[src/rtl/fp_convert_pipe_if.sv]
// Converter pipeline bus: request/response handshakes, converter side-channel, flag controls.
// The slave modport is the pipeline itself; the master modport is its requester/converter environment.
package fp_convert_pkg;
  typedef enum logic [3:0] {
    W_S, WU_S, S_W, S_WU, W_D, WU_D, D_W, D_WU, S_D, D_S
  } FpConverterCommand;
  typedef logic [31:0] word_t;
  typedef logic [63:0] uint64_t;
  typedef logic [4:0]  fflags_t;
endpackage

interface fp_convert_pipe_if #(parameter int TAG_WIDTH = 4);
  import fp_convert_pkg::*;

  logic                 flush;
  logic                 reqValid;
  logic                 reqReady;
  FpConverterCommand    reqCommand;
  logic [2:0]           reqRoundingMode;
  word_t                reqIntSrc;
  uint64_t              reqFpSrc;
  logic [TAG_WIDTH-1:0] reqTag;

  FpConverterCommand    cvtCommand;
  logic [2:0]           cvtRoundingMode;
  word_t                cvtIntSrc;
  uint64_t              cvtFpSrc;
  word_t                cvtIntResult;
  uint64_t              cvtFpResult;
  logic                 cvtWriteFlags;
  fflags_t              cvtWriteFlagsValue;

  logic                 respValid;
  logic                 respReady;
  logic [TAG_WIDTH-1:0] respTag;
  logic                 respIntDest;
  word_t                respIntResult;
  uint64_t              respFpResult;
  fflags_t              respFlags;

  logic                 flagsClear;
  fflags_t              accFlags;

  modport slave (
    input  flush, reqValid, reqCommand, reqRoundingMode, reqIntSrc, reqFpSrc, reqTag,
    input  cvtIntResult, cvtFpResult, cvtWriteFlags, cvtWriteFlagsValue,
    input  respReady, flagsClear,
    output reqReady, cvtCommand, cvtRoundingMode, cvtIntSrc, cvtFpSrc,
    output respValid, respTag, respIntDest, respIntResult, respFpResult, respFlags, accFlags
  );

  modport master (
    output flush, reqValid, reqCommand, reqRoundingMode, reqIntSrc, reqFpSrc, reqTag,
    output cvtIntResult, cvtFpResult, cvtWriteFlags, cvtWriteFlagsValue,
    output respReady, flagsClear,
    input  reqReady, cvtCommand, cvtRoundingMode, cvtIntSrc, cvtFpSrc,
    input  respValid, respTag, respIntDest, respIntResult, respFpResult, respFlags, accFlags
  );
endinterface

[src/rtl/fp_convert_pipe.sv]
// FP convert pipe: one operand stage feeding an external combinational converter, then a response FIFO.
// Latency 2 cycles request-accept to respValid with an empty FIFO; one request per cycle sustained.
// Backpressure: respReady low fills the FIFO, then stalls S1, then drops reqReady.
module fp_convert_pipe
  import fp_convert_pkg::*;
#(
  parameter int TAG_WIDTH  = 4,
  parameter int RESP_DEPTH = 2
) (
  input logic              clk,
  input logic              rst,
  fp_convert_pipe_if.slave bus
);

  localparam int PTR_W = (RESP_DEPTH > 1) ? $clog2(RESP_DEPTH) : 1;
  localparam int CNT_W = $clog2(RESP_DEPTH + 1);

  typedef struct packed {
    FpConverterCommand    cmd;
    logic [2:0]           rm;
    word_t                int_src;
    uint64_t              fp_src;
    logic [TAG_WIDTH-1:0] tag;
  } s1_t;

  typedef struct packed {
    logic [TAG_WIDTH-1:0] tag;
    logic                 int_dest;
    word_t                int_res;
    uint64_t              fp_res;
    fflags_t              flags;
  } ent_t;

  logic             s1_vld_q, s1_vld_d;
  s1_t              s1_q, s1_d;
  ent_t             ent_q [RESP_DEPTH];
  ent_t             ent_d;
  logic [PTR_W-1:0] wr_ptr_q, wr_ptr_d, rd_ptr_q, rd_ptr_d;
  logic [CNT_W-1:0] cnt_q, cnt_d;
  fflags_t          acc_q, acc_d;

  logic full, pop, push, accept, resp_vld;
  ent_t head;

  function automatic logic [PTR_W-1:0] ptr_inc(input logic [PTR_W-1:0] p);
    return (p == PTR_W'(RESP_DEPTH - 1)) ? '0 : p + 1'b1;
  endfunction

  assign head     = ent_q[rd_ptr_q];
  assign resp_vld = (cnt_q != '0);
  assign full     = (cnt_q == CNT_W'(RESP_DEPTH));
  // Flush kills both FIFO ends and the request side for the whole cycle.
  assign pop      = resp_vld && bus.respReady && !bus.flush;
  assign push     = s1_vld_q && (!full || pop) && !bus.flush;
  assign bus.reqReady = !bus.flush && (!s1_vld_q || push);
  assign accept   = bus.reqValid && bus.reqReady;

  always_comb begin
    s1_d        = s1_q;
    s1_vld_d    = s1_vld_q;
    wr_ptr_d    = wr_ptr_q;
    rd_ptr_d    = rd_ptr_q;
    cnt_d       = cnt_q;
    acc_d       = acc_q;
    ent_d.tag      = s1_q.tag;
    ent_d.int_dest = s1_q.cmd inside {W_S, WU_S, W_D, WU_D};
    ent_d.int_res  = bus.cvtIntResult;
    ent_d.fp_res   = bus.cvtFpResult;
    ent_d.flags    = bus.cvtWriteFlags ? bus.cvtWriteFlagsValue : 5'd0;

    if (bus.flush) begin
      s1_vld_d = 1'b0;
      wr_ptr_d = '0;
      rd_ptr_d = '0;
      cnt_d    = '0;
    end else begin
      if (accept) begin
        s1_vld_d   = 1'b1;
        s1_d.cmd     = bus.reqCommand;
        s1_d.rm      = bus.reqRoundingMode;
        s1_d.int_src = bus.reqIntSrc;
        s1_d.fp_src  = bus.reqFpSrc;
        s1_d.tag     = bus.reqTag;
      end else if (push) begin
        s1_vld_d = 1'b0;
      end
      if (push) wr_ptr_d = ptr_inc(wr_ptr_q);
      if (pop)  rd_ptr_d = ptr_inc(rd_ptr_q);
      if (push && !pop)      cnt_d = cnt_q + 1'b1;
      else if (pop && !push) cnt_d = cnt_q - 1'b1;
    end

    // A clear coinciding with a pop leaves only the popped flags.
    if (bus.flagsClear) acc_d = pop ? head.flags : 5'd0;
    else if (pop)       acc_d = acc_q | head.flags;
  end

  always_ff @(posedge clk or negedge rst) begin
    if (!rst) begin
      s1_vld_q <= 1'b0;
      s1_q     <= '0;
      wr_ptr_q <= '0;
      rd_ptr_q <= '0;
      cnt_q    <= '0;
      acc_q    <= '0;
      for (int i = 0; i < RESP_DEPTH; i++) ent_q[i] <= '0;
    end else begin
      s1_vld_q <= s1_vld_d;
      s1_q     <= s1_d;
      wr_ptr_q <= wr_ptr_d;
      rd_ptr_q <= rd_ptr_d;
      cnt_q    <= cnt_d;
      acc_q    <= acc_d;
      if (push) ent_q[wr_ptr_q] <= ent_d;
    end
  end

  assign bus.cvtCommand      = s1_q.cmd;
  assign bus.cvtRoundingMode = s1_q.rm;
  assign bus.cvtIntSrc       = s1_q.int_src;
  assign bus.cvtFpSrc        = s1_q.fp_src;
  assign bus.respValid       = resp_vld;
  assign bus.respTag         = head.tag;
  assign bus.respIntDest     = head.int_dest;
  assign bus.respIntResult   = head.int_res;
  assign bus.respFpResult    = head.fp_res;
  assign bus.respFlags       = head.flags;
  assign bus.accFlags        = acc_q;

endmodule
[src/flat_wrapper.sv]
// flat-port wrapper written by rule: the top's interface ports become plain ports
module fp_convert_pipe_flat import fp_convert_pkg::*;
#(
  parameter int TAG_WIDTH  = 4,
  parameter int RESP_DEPTH = 2
)
  (clk, rst, bus_flush, bus_reqValid, bus_reqCommand, bus_reqRoundingMode, bus_reqIntSrc, bus_reqFpSrc, bus_reqTag, bus_cvtIntResult, bus_cvtFpResult, bus_cvtWriteFlags, bus_cvtWriteFlagsValue, bus_respReady, bus_flagsClear, bus_reqReady, bus_cvtCommand, bus_cvtRoundingMode, bus_cvtIntSrc, bus_cvtFpSrc, bus_respValid, bus_respTag, bus_respIntDest, bus_respIntResult, bus_respFpResult, bus_respFlags, bus_accFlags);
  fp_convert_pipe_if #(.TAG_WIDTH(TAG_WIDTH)) bus_i ();
  input logic clk;
  input logic rst;
  input wire logic [$bits(bus_i.flush)-1:0] bus_flush;
  input wire logic [$bits(bus_i.reqValid)-1:0] bus_reqValid;
  input wire logic [$bits(bus_i.reqCommand)-1:0] bus_reqCommand;
  input wire logic [$bits(bus_i.reqRoundingMode)-1:0] bus_reqRoundingMode;
  input wire logic [$bits(bus_i.reqIntSrc)-1:0] bus_reqIntSrc;
  input wire logic [$bits(bus_i.reqFpSrc)-1:0] bus_reqFpSrc;
  input wire logic [$bits(bus_i.reqTag)-1:0] bus_reqTag;
  input wire logic [$bits(bus_i.cvtIntResult)-1:0] bus_cvtIntResult;
  input wire logic [$bits(bus_i.cvtFpResult)-1:0] bus_cvtFpResult;
  input wire logic [$bits(bus_i.cvtWriteFlags)-1:0] bus_cvtWriteFlags;
  input wire logic [$bits(bus_i.cvtWriteFlagsValue)-1:0] bus_cvtWriteFlagsValue;
  input wire logic [$bits(bus_i.respReady)-1:0] bus_respReady;
  input wire logic [$bits(bus_i.flagsClear)-1:0] bus_flagsClear;
  output wire logic [$bits(bus_i.reqReady)-1:0] bus_reqReady;
  output wire logic [$bits(bus_i.cvtCommand)-1:0] bus_cvtCommand;
  output wire logic [$bits(bus_i.cvtRoundingMode)-1:0] bus_cvtRoundingMode;
  output wire logic [$bits(bus_i.cvtIntSrc)-1:0] bus_cvtIntSrc;
  output wire logic [$bits(bus_i.cvtFpSrc)-1:0] bus_cvtFpSrc;
  output wire logic [$bits(bus_i.respValid)-1:0] bus_respValid;
  output wire logic [$bits(bus_i.respTag)-1:0] bus_respTag;
  output wire logic [$bits(bus_i.respIntDest)-1:0] bus_respIntDest;
  output wire logic [$bits(bus_i.respIntResult)-1:0] bus_respIntResult;
  output wire logic [$bits(bus_i.respFpResult)-1:0] bus_respFpResult;
  output wire logic [$bits(bus_i.respFlags)-1:0] bus_respFlags;
  output wire logic [$bits(bus_i.accFlags)-1:0] bus_accFlags;
  assign bus_i.flush = bus_flush;
  assign bus_i.reqValid = bus_reqValid;
  assign bus_i.reqCommand = bus_reqCommand;
  assign bus_i.reqRoundingMode = bus_reqRoundingMode;
  assign bus_i.reqIntSrc = bus_reqIntSrc;
  assign bus_i.reqFpSrc = bus_reqFpSrc;
  assign bus_i.reqTag = bus_reqTag;
  assign bus_i.cvtIntResult = bus_cvtIntResult;
  assign bus_i.cvtFpResult = bus_cvtFpResult;
  assign bus_i.cvtWriteFlags = bus_cvtWriteFlags;
  assign bus_i.cvtWriteFlagsValue = bus_cvtWriteFlagsValue;
  assign bus_i.respReady = bus_respReady;
  assign bus_i.flagsClear = bus_flagsClear;
  assign bus_reqReady = bus_i.reqReady;
  assign bus_cvtCommand = bus_i.cvtCommand;
  assign bus_cvtRoundingMode = bus_i.cvtRoundingMode;
  assign bus_cvtIntSrc = bus_i.cvtIntSrc;
  assign bus_cvtFpSrc = bus_i.cvtFpSrc;
  assign bus_respValid = bus_i.respValid;
  assign bus_respTag = bus_i.respTag;
  assign bus_respIntDest = bus_i.respIntDest;
  assign bus_respIntResult = bus_i.respIntResult;
  assign bus_respFpResult = bus_i.respFpResult;
  assign bus_respFlags = bus_i.respFlags;
  assign bus_accFlags = bus_i.accFlags;
  fp_convert_pipe #(.TAG_WIDTH(TAG_WIDTH), .RESP_DEPTH(RESP_DEPTH)) u_core (.clk(clk), .rst(rst), .bus(bus_i));
endmodule
[config.mk]
export PLATFORM = sky130hd
export DESIGN_NAME = fp_convert_pipe_flat
export DESIGN_NICKNAME = d
export VERILOG_FILES = /design/src/rtl/fp_convert_pipe_if.sv /design/src/rtl/fp_convert_pipe.sv /design/src/flat_wrapper.sv
export SDC_FILE = /design/constraint.sdc
export NUM_CORES = 1
export LEC_CHECK = 0
export ABC_CLOCK_PERIOD_IN_PS = 2930
export BUFFER_PORTS_ARGS = -buffer_cell sky130_fd_sc_hd__buf_4
export CORE_MARGIN = 2
export CORE_UTILIZATION = 40
export CTS_CLUSTER_DIAMETER = 60
export DETAILED_ROUTE_END_ITERATION = 16
export PLACE_DENSITY = 0.65
export SYNTH_ARGS = -nofsm -noshare
export SYNTH_HDL_FRONTEND = slang
export SYNTH_SLANG_ARGS = --single-unit
[constraint.sdc]
create_clock -name clk -period 2.93 [get_ports clk]
set_input_delay 0.1465 -clock clk [delete_from_list [all_inputs] [get_ports clk]]
set_output_delay 0.1465 -clock clk [all_outputs]
set_load 0.02 [all_outputs]
==> results of run 1 <==
-- cells in the mapped netlist --
cell      instances  share of area [%]
and3b_1           1              0.064
nor3b_2           1              0.092
a311oi_1          1              0.064
and2_1            5               0.23
mux2i_1           1              0.073
inv_1             1              0.028
o21ai_0           2              0.073
a21oi_2           1              0.064
nor3_1            2              0.073
nor2_1            4               0.11
nor2b_1           2              0.092
nor3_2            1              0.073
a22o_1            5               0.32
or2_2             1              0.046
mux2_2          396                 33
a21oi_1           3               0.11
dfrtp_1         329                 60
nand2b_1          3               0.14
nand2_1           3              0.083
or4b_1            1              0.073
buf_1             2              0.055
clkbuf_1         18               0.50
xor2_1            1              0.064
buf_6             4               0.33
buf_2            24               0.88
mux2_4           29                3.2
-- logic make-up after synthesis --
| group | Yosys count | share of synthesized area, % |
|---|---|---|
| multiplexers | 426 | 36.0 |
| flip-flops | 329 | 60.4 |
| buffers and inverters | 49 | 1.79 |
| AND/OR/NAND/NOR | 24 | 1.07 |
| AO/OA/AOI/OAI | 12 | 0.634 |
| XOR/XNOR | 1 | 0.0643 |
-- final timing paths --
path / end / cells past startpoint / slack [ps]
worst min register to register: u_core.ent_q[86]$_DFFE_PN0P_ / 1 / 500
worst max-delay path: bus_respFpResult[63] / 3 / 610
worst min-delay path: u_core.ent_q[106]$_DFFE_PN0P_ / 3 / 20
worst max register to register: u_core.ent_q[148]$_DFFE_PN0P_ / 4 / 700
min in group asynchronous: u_core.ent_q[170]$_DFFE_PN0P_ / 2 / 220
max in group asynchronous: u_core.bus.cvtFpSrc[38]$_DFFE_PN0P_ / 3 / 1870
-- flip-flops by register name, indices dropped and copies added (netlist names) --
name,cells
u_core.bus.accFlags,5
u_core.bus.cvtCommand,4
u_core.bus.cvtFpSrc,64
u_core.bus.cvtIntSrc,32
u_core.bus.cvtRoundingMode,3
u_core.cnt_q,2
u_core.ent_d,4
u_core.ent_q,212
u_core.rd_ptr_q,1
u_core.s1_vld_q,1
u_core.wr_ptr_q,1
-- power by group through the flow --
stage	registers [mW]	logic [mW]	clock network, mW
3_5_place_dp	6.07	3.75	0
2_1_floorplan	6.19	1.95	0
5_1_grt	6.15	4.22	5.04
4_1_cts	6.00	4.00	4.83
3_3_place_gp	6.03	3.70	0
6_report	6.02	3.97	4.71
-- per-layer routing --
metal | track usage [%] | vias up
met3 | 5.61 | 68
li1 | - | 4324
met4 | 7.33 | 0
met5 | 0 | -
met2 | 34.6 | 311
met1 | 26.0 | 4753
-- worst reg2reg max path: stages (launching register included) --
cell and delay, ps:
dfrtp_1 440, nor3b_2 540, or4b_4 420, buf_12 290, mux2_2 400
-- through the flow --
stage	worst slack (ps)	total power [mW]	instances	utilization, %	hold slack, ps
floorplan	1030	8.14	841	-	-149
global placement	802	9.73	1688	52.1	206
detailed placement	716	9.82	1688	52.1	204
CTS	578	14.8	1968	62.2	3.44
global route	521	15.4	1970	62.2	20.7
finish	610	14.7	1970	62.2	22.2
-- cells in the final DEF (no fill, tap or decap), types with 2 or more instances in the layout --
master and n:
dlygate4sd3_1 211, nor3_1 2, nor2b_1 2, nand2b_1 3
and2_1 5, inv_6 3, a21oi_1 3, diode_2 2
clkbuf_1 7, nand2_1 3, clkinv_2 5, buf_4 434
clkbuf_16 40, dfrtp_1 328, buf_12 12, clkbuf_8 12
a22o_1 5, o21ai_0 2, mux2_4 29, mux2_2 396
nor2_1 4
-- final cells by class --
type	instances	area, um2
clock buffer	59	1190
sequential	329	8240
clock inverter	10	78.8
antenna	2	5.00
fill	2549	12700
timing repair buffer	658	5630
multi-input combinational	463	5160
tap	448	561
inverter	1	3.75
==> impl_metrics.tcl, run 1 <==
set metrics [dict create \
    gr-total-overflow 0 \
    slew_viol_final 0 \
    rows 67 \
    portBuffers 430 \
    power_density_nw_per_um2 704 \
    cap_violations 0 \
    placed_area_um2 17500 \
    hold_class "in2reg" \
    grt_setup_unrepaired "no" \
    ctsHtreeMaxLevel 2 \
    ant_nets 0 \
    synthCells 841 \
    p_clk_share_pct 32.0 \
    grt_pass1_vias 10500 \
    crit_family "flip-flops" \
    timing.final.crit_share_pct 79.2 \
    core_area_um2 33500 \
    wl_met3_um 2460 \
    start_util_pct 40.6 \
    seqPwrFrac_pct 40.9 \
    fmax_mhz 431 \
    critical_path.startpoint "u_core.rd_ptr_q$_DFFE_PN0P_" \
    pin_count 431 \
    postCtsSetupBuffers 0 \
    crit_buf_inv 2 \
    end_kind "output pin" \
    hp-start "bus_cvtWriteFlagsValue[0]" \
    first_iter_violations 244 \
    crit_chain "buf_12, mux2_2, buf_4" \
    ys_ff_latch 329 \
    sw_frac_of_total_pct 28.3 \
    vias 9456 \
    die_h_um 189 \
    grt_first_pass_wirelength_um 58800 \
    route.met2.wl_um 18300 \
    clkTransAtPathRegs_ps 60 \
    pwr-share-comb_pct 27.0 \
    internal_power_mw 10.5 \
    wl_per_cell_um 18.8 \
    design_area_um2 20900 \
    syn_nets 1056 \
    cp.arrival_ps 2170 \
    ctsResizeCount 0 \
    required_ps 2780 \
    period_needed_ps 2320 \
    drc 0 \
    nets 1707 \
    die_w_um 189 \
    die_area_um2 35500 \
    cts_made_buffers 39 \
    routed_wl_um 36900 \
    cts_tree "done" \
    ir_drop_mv 0.492 \
    vias_per_cell 4.80 \
    ys_seq_area_share_pct 60.4 \
    clock-sinks 329 \
    tns_ps 0 \
    wl_met1_um 15000 \
    tightest_slew_ps 652 \
    max_stage_delay_ps 720 \
    clockBufferDepth 3 \
    worstReg2RegStart "u_core.cnt_q[1]$_DFFE_PN0P_" \
    synth_cell_types 26 \
    syn_area_um2 13600 \
    grt_start_max_net_pins 79 \
    drtPass1Iterations 4 \
    place_congestion 0.769 \
    antenna_found_initial 2 \
    dp_hpwl_um 24400 \
    finalSetupViolCount 0 \
    cp_max_fo 48 \
    track_usage_pct 20.7 \
    syn_area_per_cell_um2 16.2 \
    drive_above_1_share_pct 61.8 \
    switchingPower_mw 4.16 \
    top_layer "met4" \
    root_buffer "clkbuf_16" \
    worst_clock_skew_ps 26.1 \
    worstSetupStartpointType "flop" \
    syn2layout_area_growth_pct 53.2 \
    insertion_delay_ps 530 \
    path_class "reg2out" \
    cts_hold_buf 211 \
    ys_warn_count 0 \
    critPathSlowestCell "dfrtp_4" \
    status "finished clean" \
    leakage_nw 9.61 \
    slew_headroom_pct 56.6 \
    hold_violations 0 \
]
(Power assumes the default switching activity.)
==> inputs of run 2 (changes only) <==
--- a/config.mk
+++ b/config.mk
@@ -5,13 +5,14 @@
 export SDC_FILE = /design/constraint.sdc
 export NUM_CORES = 1
 export LEC_CHECK = 0
-export ABC_CLOCK_PERIOD_IN_PS = 2930
+export ABC_AREA = 1
+export ABC_CLOCK_PERIOD_IN_PS = 2100
 export BUFFER_PORTS_ARGS = -buffer_cell sky130_fd_sc_hd__buf_4
 export CORE_MARGIN = 2
 export CORE_UTILIZATION = 40
 export CTS_CLUSTER_DIAMETER = 60
 export DETAILED_ROUTE_END_ITERATION = 16
-export PLACE_DENSITY = 0.65
+export PLACE_DENSITY = 0.67
 export SYNTH_ARGS = -nofsm -noshare
 export SYNTH_HDL_FRONTEND = slang
 export SYNTH_SLANG_ARGS = --single-unit
==> constraint.sdc (replaced) <==
create_clock -name clk -period 2.1 [get_ports clk]
set_input_delay 0.105 -clock clk [delete_from_list [all_inputs] [get_ports clk]]
set_output_delay 0.105 -clock clk [all_outputs]
set_load 0.02 [all_outputs]
==> run 2 against run 1 <==
  * Sequential share of layout area shrank 2.0 points
  * Area after synthesis rose by 8.0%
  * Non-clock buffer count increased by 27
  * Routed wire length up 39%
  * Critical path depth up 1
  * Die area is 7.8% higher
  * Power rose by 51%
  * Sequential power up 43%
  * Hold slack improved by 74 ps
  * Clock power is 50% higher
  * First-iteration DRC count grew to 4.7 times the previous value
  * Clock-buffer cell count shrank 6
==> impl_metrics.tcl, run 2 <==
set metrics [dict create \
    max_stage_delay_ps 440 \
    postCtsSetupBuffers 0 \
    final_common_cell "nand2_1" \
    drive_above_1_share_pct 22.8 \
    dp_hpwl_um 30500 \
    vias_per_cell 5.23 \
    track_usage_pct 26.9 \
    syn_area_per_cell_um2 8.08 \
    clockBufferDepth 3 \
    top_register "u_core.ent_q" \
    vias 15200 \
    place_congestion 0.800 \
    tns_ps 0 \
    pwr-share-comb_pct 29.5 \
    r2r_end "u_core.bus.cvtCommand[0]$_DFFE_PN0P_" \
    ys_warn_count 0 \
    drc 0 \
    fmax_mhz 494 \
    required_ps 2000 \
    layout_common_cells "nand2_1 (975), buf_4 (447), dfrtp_1 (327)" \
    final_cells 2898 \
    core_area_um2 36400 \
    end_kind "output pin" \
    cts_tree "done" \
    async_flop_share_pct 100 \
    ff2ff_path_depth 7 \
    rows 70 \
    dp_cells 2609 \
    pin_count 431 \
    die_area_um2 38300 \
    r2r_slack_ps 220 \
    syn_area_um2 14700 \
    cts_made_buffers 39 \
    synthCells 1820 \
    gr-total-overflow 0 \
    holdPathStages 4 \
    cp.arrival_ps 1920 \
    ys_ff_latch 329 \
    die_w_um 196 \
    synth_ff_type "dfrtp_1" \
    synth_top_area_cell "dfrtp_1" \
    power_density_nw_per_um2 1010 \
    crit_chain "buf_12, nand2_1, nand2_1, buf_4" \
    grt_first_pass_wirelength_um 83200 \
    start_util_pct 40.4 \
    dp_worst_setup_slack_ps 268 \
    multi_input_area_um2 5780 \
    nets 2612 \
    grt_pass1_vias 15500 \
    ant_nets 0 \
    first_iter_violations 1140 \
    ir_drop_mv 0.596 \
    design_area_um2 22000 \
    crit_buf_inv 2 \
    tightest_slew_ps 1050 \
    ys_seq_area_share_pct 56.0 \
    ctsHtreeMaxLevel 2 \
    setup_ws_ps 77.6 \
    cp_common_cell "nand2_1" \
    syn_nets 2035 \
    timing.final.crit_share_pct 96.3 \
    period_needed_ps 2020 \
    netlist.area_leader.share_pct 56.0 \
    fill_cells 3016 \
    grt_setup_unrepaired "no" \
    hold-worst-slack_ps 96.4 \
    p_clk_share_pct 31.7 \
    hold_class "in2reg" \
    worst_clock_skew_ps 13.9 \
    synth_edf_count 0 \
    seqPwrFrac_pct 38.7 \
    root_buffer "clkbuf_16" \
    final_core_util_pct 60.4 \
    finalSetupViolCount 0 \
    critPathSlowestCell "dfrtp_4" \
    synth_area_leaders "dfrtp_1 (56%), nand2_1 (25%), nand4_1 (9.1%)" \
    path_class "reg2out" \
    portBuffers 430 \
    largest_reg_flops 212 \
    synth_common_cells "nand2_1 (975), dfrtp_1 (329), nand4_1 (214)" \
    antenna_found_initial 2 \
    hp-start "bus_reqValid" \
    synth_cell_types 24 \
    crit_family "buffers and inverters" \
    routed_wl_um 51500 \
    regArea_um2 8240 \
    status "finished clean" \
    cap_violations 0 \
    die_h_um 196 \
    clkTransAtPathRegs_ps 60 \
    switchingPower_mw 7.44 \
    sw_frac_of_total_pct 33.5 \
    insertion_delay_ps 530 \
    synth.most_common_cell "nand2_1" \
    worstSetupStartpointType "flop" \
    internal_power_mw 14.8 \
    hold_end "u_core.bus.cvtIntSrc[13]$_DFFE_PN0P_" \
    total_power_mw 22.2 \
    grt_start_max_net_pins 107 \
    hold_violations 0 \
    worstReg2RegStart "u_core.cnt_q[0]$_DFFE_PN0P_" \
    slew_headroom_pct 30.2 \
    wl_per_cell_um 17.8 \
    syn2layout_area_growth_pct 49.6 \
    placed_area_um2 18500 \
    drtPass1Iterations 6 \
    leakage_nw 11.7 \
    slew_viol_final 0 \
    cp_max_fo 106 \
    clock-sinks 329 \
]
==> run 2: changes by cell type after synthesis, moves of 13 or more <==
| cell | change |
|---|---|
| buf_1 | +17 |
| buf_2 | +15 |
| buf_4 | +15 |
| clkbuf_1 | +58 |
| inv_1 | +13 |
| mux2_2 | -396 |
| mux2_4 | -29 |
| nand2_1 | +972 |
| nand3_1 | +110 |
| nand4_1 | +214 |
==> run 2: per-layer routing <==
metal  share of wire, %  GRT usage [%]  wire length (um)  vias to the layer above
met1                 40           34.7             20700                     7279
met2                 48           43.9             24500                      677
met4                3.4           9.76              1760                        0
met3                8.9           6.89              4600                      112
met5                  0              0                 0                        -
li1                   -              -                 -                     7093
==> run 2: timing repair <==
action,in CTS,in global routing
hold buffers,215,0
resized for setup,1,0
endpoints found under the hold margin,379,0
setup endpoints to repair,56,0
==> run 2: area by class of cell <==
class / instances / share of cell area [%]
Multi-Input combinational cell: 1324 / 26.3
Antenna cell: 2 / 0.0227
Sequential cell: 329 / 37.4
Clock inverter: 19 / 1.03
Clock buffer: 53 / 5.13
Inverter: 18 / 0.352
Timing Repair Buffer: 685 / 27.1
Tap cell: 468 / 2.66
==> run 2: kinds of logic after synthesis <==
group	after synthesis	synth area share (%)
compound gates	13	0.544
buf+inv	167	4.99
simple gates	1311	38.5
flops	329	56.0
==> run 2: tightest hold or removal path: stages <==
cell,delay [ps]
buf_4,150
nand3_4,230
nand2_1,70
nand2_1,40
==> run 2: worst max-delay path by stage <==
stage | from | to | slack [ps] | cells past startpoint
after detailed placement | u_core.cnt_q[1]$_DFFE_PN0P_ | u_core.ent_q[134]$_DFFE_PN0P_ | 270 | 8
final | u_core.rd_ptr_q$_DFFE_PN0P_ | bus_respFlags[2] | 80 | 4
after global placement | u_core.cnt_q[0]$_DFFE_PN0P_ | u_core.ent_q[133]$_DFFE_PN0P_ | 340 | 8
after floorplan | u_core.cnt_q[0]$_DFFE_PN0P_ | u_core.bus.cvtFpSrc[37]$_DFFE_PN0P_ | 580 | 9
after global routing | u_core.rd_ptr_q$_DFFE_PN0P_ | bus_respIntResult[6] | 6 | 4
after CTS | u_core.rd_ptr_q$_DFFE_PN0P_ | bus_respFlags[2] | 80 | 4
==> run 2: power groups by stage <==
| stage | sequential, mW | clock (mW) | combinational (mW) |
|---|---|---|---|
| finish | 8.61 | 7.05 | 6.56 |
| global route | 8.77 | 7.45 | 7.19 |
| CTS | 8.58 | 7.21 | 6.56 |
| detailed placement | 8.66 | 0 | 6.20 |
| global placement | 8.62 | 0 | 6.10 |
| floorplan | 8.82 | 0 | 3.19 |
